**src/rtl/move_command_scheduler.sv**
```systemverilog
// Turns one-hot direction levels into move commands (press + auto-repeat), queued in a FIFO, issued valid/ready.
// Latency: input change to move_valid is 2 cycles (enqueue edge, then output-register load edge).
// Backpressure: move_ready low holds the presented command; FIFO fills, and further enqueues are dropped with a pulse.
module move_command_scheduler #(
    parameter int REPEAT_DELAY  = 50_000_000,
    parameter int REPEAT_PERIOD = 10_000_000,
    parameter int FIFO_DEPTH    = 4,
    parameter int CNT_W         = 26
) (
    input  logic                          clk,
    input  logic                          rst_n,
    input  logic [3:0]                    step_option,
    input  logic [2:0]                    hold_option,
    output logic                          move_valid,
    output logic [1:0]                    move_dir,
    input  logic                          move_ready,
    output logic                          paused,
    output logic                          dropped,
    output logic [$clog2(FIFO_DEPTH):0]   fifo_count
);

    localparam int AW = $clog2(FIFO_DEPTH);
    localparam logic [CNT_W-1:0] DELAY_LAST  = CNT_W'(REPEAT_DELAY - 1);
    localparam logic [CNT_W-1:0] PERIOD_LAST = CNT_W'(REPEAT_PERIOD - 1);
    localparam logic [AW:0]      FULL_COUNT  = (AW+1)'(FIFO_DEPTH);

    typedef enum logic [1:0] {
        S_IDLE   = 2'd0,
        S_DELAY  = 2'd1,
        S_REPEAT = 2'd2
    } state_t;

    // Registers
    state_t           r_state;
    logic [CNT_W-1:0] r_cnt;
    logic [3:0]       r_step_q;
    logic [AW:0]      r_wr_ptr;
    logic [AW:0]      r_rd_ptr;
    logic [1:0]       r_mem [FIFO_DEPTH];
    logic             r_valid;
    logic [1:0]       r_dir;
    logic             r_paused;
    logic             r_dropped;

    // Combinational nets
    state_t           w_nxt_state;
    logic [CNT_W-1:0] w_nxt_cnt;
    logic             w_enq;
    logic             w_onehot;
    logic             w_new_press;
    logic [1:0]       w_code;
    logic             w_pause;
    logic             w_flush;
    logic [AW:0]      w_count;
    logic             w_full;
    logic             w_empty;
    logic             w_pop;
    logic             w_wr;
    logic             w_drop;
    logic             w_unused;

    // Hold switch bit 2 has no function.
    assign w_unused = hold_option[2];

    // Pause and flush act on the live switch levels, not the registered copy.
    assign w_pause = hold_option[0];
    assign w_flush = hold_option[1];

    // Anything not exactly one-hot (including all-zero) is a release.
    assign w_onehot    = (step_option != 4'b0000) && ((step_option & (step_option - 4'd1)) == 4'b0000);
    assign w_new_press = w_onehot && (step_option != r_step_q);

    // Map one-hot direction to command code.
    always_comb begin
        w_code = 2'd0;
        case (step_option)
            4'b0001: w_code = 2'd0;
            4'b0010: w_code = 2'd1;
            4'b0100: w_code = 2'd2;
            4'b1000: w_code = 2'd3;
            default: w_code = 2'd0;
        endcase
    end

    // Repeat FSM next-state: press enqueues, then delay, then periodic repeat while held.
    always_comb begin
        w_nxt_state = r_state;
        w_nxt_cnt   = r_cnt;
        w_enq       = 1'b0;
        if (w_pause) begin
            w_nxt_state = S_IDLE;
            w_nxt_cnt   = '0;
        end else begin
            case (r_state)
                S_IDLE: begin
                    if (w_new_press) begin
                        w_enq       = 1'b1;
                        w_nxt_cnt   = '0;
                        w_nxt_state = S_DELAY;
                    end
                end
                S_DELAY, S_REPEAT: begin
                    if (!w_onehot) begin
                        w_nxt_state = S_IDLE;
                        w_nxt_cnt   = '0;
                    end else if (step_option != r_step_q) begin
                        // Direction changed without a release: a fresh press.
                        w_enq       = 1'b1;
                        w_nxt_cnt   = '0;
                        w_nxt_state = S_DELAY;
                    end else if ((r_state == S_DELAY) && (r_cnt == DELAY_LAST)) begin
                        w_enq       = 1'b1;
                        w_nxt_cnt   = '0;
                        w_nxt_state = S_REPEAT;
                    end else if ((r_state == S_REPEAT) && (r_cnt == PERIOD_LAST)) begin
                        w_enq       = 1'b1;
                        w_nxt_cnt   = '0;
                    end else begin
                        w_nxt_cnt   = r_cnt + CNT_W'(1);
                    end
                end
                default: begin
                    w_nxt_state = S_IDLE;
                    w_nxt_cnt   = '0;
                end
            endcase
        end
    end

    // Repeat FSM state, counter and previous-input register (step_q tracks input even while paused).
    always_ff @(posedge clk or negedge rst_n) begin
        if (!rst_n) begin
            r_state  <= S_IDLE;
            r_cnt    <= '0;
            r_step_q <= 4'b0000;
        end else begin
            r_state  <= w_nxt_state;
            r_cnt    <= w_nxt_cnt;
            r_step_q <= step_option;
        end
    end

    // FIFO status and write/pop decisions. A flush discards both the queue and this cycle's enqueue,
    // and also blocks the head from being loaded since it is being thrown away.
    assign w_count = r_wr_ptr - r_rd_ptr;
    assign w_full  = (w_count == FULL_COUNT);
    assign w_empty = (w_count == '0);
    assign w_pop   = !w_pause && !w_flush && !w_empty && (!r_valid || move_ready);
    assign w_wr    = w_enq && !w_flush && (!w_full || w_pop);
    assign w_drop  = w_enq && !w_flush && w_full && !w_pop;

    // FIFO storage; no reset needed since occupancy is tracked by the pointers.
    always_ff @(posedge clk) begin
        if (w_wr) begin
            r_mem[r_wr_ptr[AW-1:0]] <= w_code;
        end
    end

    // FIFO pointers, one wrap bit beyond the index to tell full from empty.
    always_ff @(posedge clk or negedge rst_n) begin
        if (!rst_n) begin
            r_wr_ptr <= '0;
            r_rd_ptr <= '0;
        end else if (w_flush) begin
            r_wr_ptr <= '0;
            r_rd_ptr <= '0;
        end else begin
            if (w_wr) begin
                r_wr_ptr <= r_wr_ptr + (AW+1)'(1);
            end
            if (w_pop) begin
                r_rd_ptr <= r_rd_ptr + (AW+1)'(1);
            end
        end
    end

    // Output register: load the head when free or being accepted, otherwise drop valid after acceptance.
    always_ff @(posedge clk or negedge rst_n) begin
        if (!rst_n) begin
            r_valid <= 1'b0;
            r_dir   <= 2'd0;
        end else if (w_pop) begin
            r_valid <= 1'b1;
            r_dir   <= r_mem[r_rd_ptr[AW-1:0]];
        end else if (r_valid && move_ready) begin
            r_valid <= 1'b0;
        end
    end

    // Status flags: registered pause copy and single-cycle drop pulse.
    always_ff @(posedge clk or negedge rst_n) begin
        if (!rst_n) begin
            r_paused  <= 1'b0;
            r_dropped <= 1'b0;
        end else begin
            r_paused  <= hold_option[0];
            r_dropped <= w_drop;
        end
    end

    assign move_valid = r_valid;
    assign move_dir   = r_dir;
    assign paused     = r_paused;
    assign dropped    = r_dropped;
    assign fifo_count = w_count;

endmodule

```
**config.mk**
```make
export PLATFORM = sky130hd
export DESIGN_NAME = move_command_scheduler
export DESIGN_NICKNAME = d
export VERILOG_FILES = /design/src/rtl/move_command_scheduler.sv
export SDC_FILE = /design/constraint.sdc
export NUM_CORES = 1
export LEC_CHECK = 0
export ABC_AREA = 1
export CAP_MARGIN = 10
export CELL_PAD_IN_SITES_DETAIL_PLACEMENT = 2
export CELL_PAD_IN_SITES_GLOBAL_PLACEMENT = 2
export CORE_UTILIZATION = 39
export CTS_CLUSTER_SIZE = 28
export DETAILED_ROUTE_END_ITERATION = 6
export GPL_ROUTABILITY_DRIVEN = 0
export PLACE_DENSITY = 0.89
export SETUP_SLACK_MARGIN = 0.05
export SLEW_MARGIN = 20
export SYNTH_ARGS = -nofsm -noshare
export SYNTH_HDL_FRONTEND = slang
export SYNTH_SLANG_ARGS = --single-unit
```
**constraint.sdc**
```tcl
create_clock -name clk -period 3.7 [get_ports clk]
set_clock_uncertainty 0.05 [all_clocks]
set_input_delay 0.74 -clock clk [delete_from_list [all_inputs] [get_ports clk]]
set_output_delay 0.74 -clock clk [all_outputs]
set_load 0.03 [all_outputs]
```
==> results of run 1 <==
-- layout make-up --
cell class	instances	area [um2]	area share (%)
tap	105	131	3.55
multi-input combinational	306	1730	46.7
inverter	61	234	6.32
clock inverter	3	67.6	1.82
sequential	51	1320	35.5
clock buffer	5	68.8	1.86
timing repair buffer	16	158	4.26
-- worst max-delay path, delay by kind of cell, from the launching register on --
kind                     cells  cell delay, ns
adder cells (fa/ha/maj)      2            0.58
XOR/XNOR                     1            0.24
buffers and inverters        4            0.93
flip-flops                   1            0.44
-- cells in the final DEF (no fill, tap or decap), types with 5 or more instances in the layout --
cell type,Yosys,layout
nand3_1,29,29
o21ai_0,8,8
clkdlybuf4s50_1,0,15
o21ai_1,8,8
dfrtp_1,43,43
ha_1,11,11
inv_1,56,56
nand2_2,8,8
nand4_1,8,8
a21oi_1,11,11
xor2_1,14,14
nand2_1,98,98
edfxtp_1,8,8
nor3_1,8,8
clkbuf_8,0,5
nor2_1,60,60
-- sequential cells by signal (all words and copies together) (netlist names), 2 cells and up --
| register | flops |
|---|---|
| move_dir | 2 |
| r_state | 2 |
| r_step_q | 4 |
| r_cnt | 26 |
| r_rd_ptr | 3 |
| r_wr_ptr | 3 |
| r_mem | 8 |
-- cells by family after synthesis --
kind of cell	Yosys count	synth area share, %
and+or+nand+nor	239	36.6
DFF	51	40.0
adders and majority gates	12	4.79
xor gates and xnor gates	16	4.25
AOI/OAI and AO/OA	39	6.80
buffers and inverters	63	7.60
-- per-layer routing --
metal	wire, um	GRT usage (%)
met5	0	0
met4	279	11.0
met2	5520	45.4
met1	4880	34.3
met3	327	3.88
-- power by group --
part / total [mW] / internal, mW / switching, mW / leakage [nW]
Sequential: 0.616 / 0.594 / 0.0219 / 0.655
Combinational: 0.335 / 0.106 / 0.229 / 0.922
Clock: 0.491 / 0.270 / 0.221 / 0.0644
-- through the flow --
step                      area [um2]  util [%]  total power [mW]
after floorplan                 3290         -             0.834
after detailed placement        3560      43.6             0.959
after CTS                       3700      45.3              1.46
after global routing            3700      45.3              1.50
final                           3700      45.3              1.44
after global placement          3560      43.6             0.936
-- worst max path at each step --
stage	to	slack (ns)	from
after floorplan	r_mem[0][0]	1.41	r_wr_ptr[0]
after global placement	r_cnt[11]	0.91	step_option[1]
after detailed placement	fifo_count[2]	0.84	r_wr_ptr[0]
after CTS	fifo_count[2]	0.41	r_wr_ptr[0]
after global routing	fifo_count[2]	0.33	r_wr_ptr[0]
final	fifo_count[2]	0.39	r_wr_ptr[0]
==> impl_metrics.tcl, run 1 <==
set metrics [dict create \
    status "finished clean" \
    die_h_um 93.9 \
    ios 18 \
    drive_gt1_share_pct 10.6 \
    wire_per_inst_um 20.1 \
    final_max_slew_viol_count 0 \
    grt_pass1_vias 3357 \
    cts_hold_buf 0 \
    start_kind "flop" \
    drt-pass1-iter-count 4 \
    setup_tns_ns 0 \
    cts_setup_buffers 0 \
    leakagePower_nw 1.64 \
    grt-ovfl-total 0 \
    dieArea_um2 8820 \
    setup_slack_ns 0.391 \
    setup-violations-final 0 \
    synth_area_leaders "dfrtp_1, nand2_1, edfxtp_1, nor2_1, inv_1" \
    hp-class "input pin to asynchronous set/reset pin" \
    clockBufferDepth 2 \
    timing.rr.start "r_wr_ptr[0]" \
    ys_types 40 \
    synth_edf_count 8 \
    syn_area_um2 3290 \
    synth_flop_cell "dfrtp_1" \
    diodes 0 \
    clk_latency_ns 0.32 \
    ys_ff_latch 51 \
    synth_top_area_cell "dfrtp_1" \
    cts_tree "built" \
    crit_top_cell "inv_1" \
    fin_crit_ns 3.31 \
    cp_data_arrival_time_ns 2.52 \
    finalCritPeriodShare_pct 89.4 \
    avgViaCountPerCell 5.49 \
    slowest_stage "clkdlybuf4s50_1" \
    synth_commonest_cells "nand2_1, nor2_1, inv_1, dfrtp_1, nand3_1" \
    finalHoldViolCount 0 \
    clkTransAtPathRegs_ns 0.11 \
    synth-async-reset-ratio_pct 84.3 \
    r2r_cells 9 \
    worstPathRequired_ns 2.91 \
    dp_hpwl_um 7860 \
    rsz0062_at_grt "false" \
    layout.cells.non_filler 547 \
    vias 3005 \
    crit_type "flop to output pin" \
    holdWs_ns 0.345 \
    endpoint_kind "output pin" \
    cts.sinks 51 \
    yosysTopAreaCellShare_pct 32.7 \
    rrSetupSlack_ns 1.09 \
    htree_levels 2 \
    worstPathCellList "inv_1, ha_1, fa_1, inv_1, xor2_1, inv_1, clkdlybuf4s50_1" \
    syn_area_per_cell_um2 7.84 \
    tightest_slew_ns 0.769 \
    antenna_left 0 \
    syn_nets 442 \
    initial_core_util_pct 40.3 \
    cts_root_buf "clkbuf_8" \
    fp.coreArea_um2 8180 \
    crit_path_max_fanout 5 \
    ys_seq_area_share_pct 40.0 \
    ir_worst_vdd_uv 172 \
    ctsResizeCount 0 \
    n_fill_cell 946 \
    drt_iter0_markers 120 \
    cts_buffers 5 \
    drc 0 \
    rows 33 \
    pre_cts_ws_ns 0.837 \
    grt_max_degree 44 \
    powerDensity_nw_per_um2 390 \
    die_x_um 93.9 \
    dpl.cell_count 539 \
    synth_cells 420 \
    timing.rr.end "r_mem[2][0]" \
    grt_pass1_wl_um 17900 \
    synth.most_common_cell "nand2_1" \
    grt_usage_pct 26.9 \
    port_buffers 16 \
    maxCapViolCount 0 \
    synthToLayoutAreaGrowth_pct 12.4 \
    final_nets 463 \
    max_stage_delay_ns 0.61 \
    fmax_mhz 302 \
    route.final.wire_length_um 11000 \
    max-slew-margin-rel_pct 48.3 \
    antenna_found_initial 0 \
    ys_warn_count 0 \
]
No activity file was read; power rests on OpenSTA's default activity.
==> run 2, diff against run 1 <==
GPL_TIMING_DRIVEN = 1   (was not set)
==> results of run 2 <==
No change in the layout: final DEF, timing and power equal those of run 1.
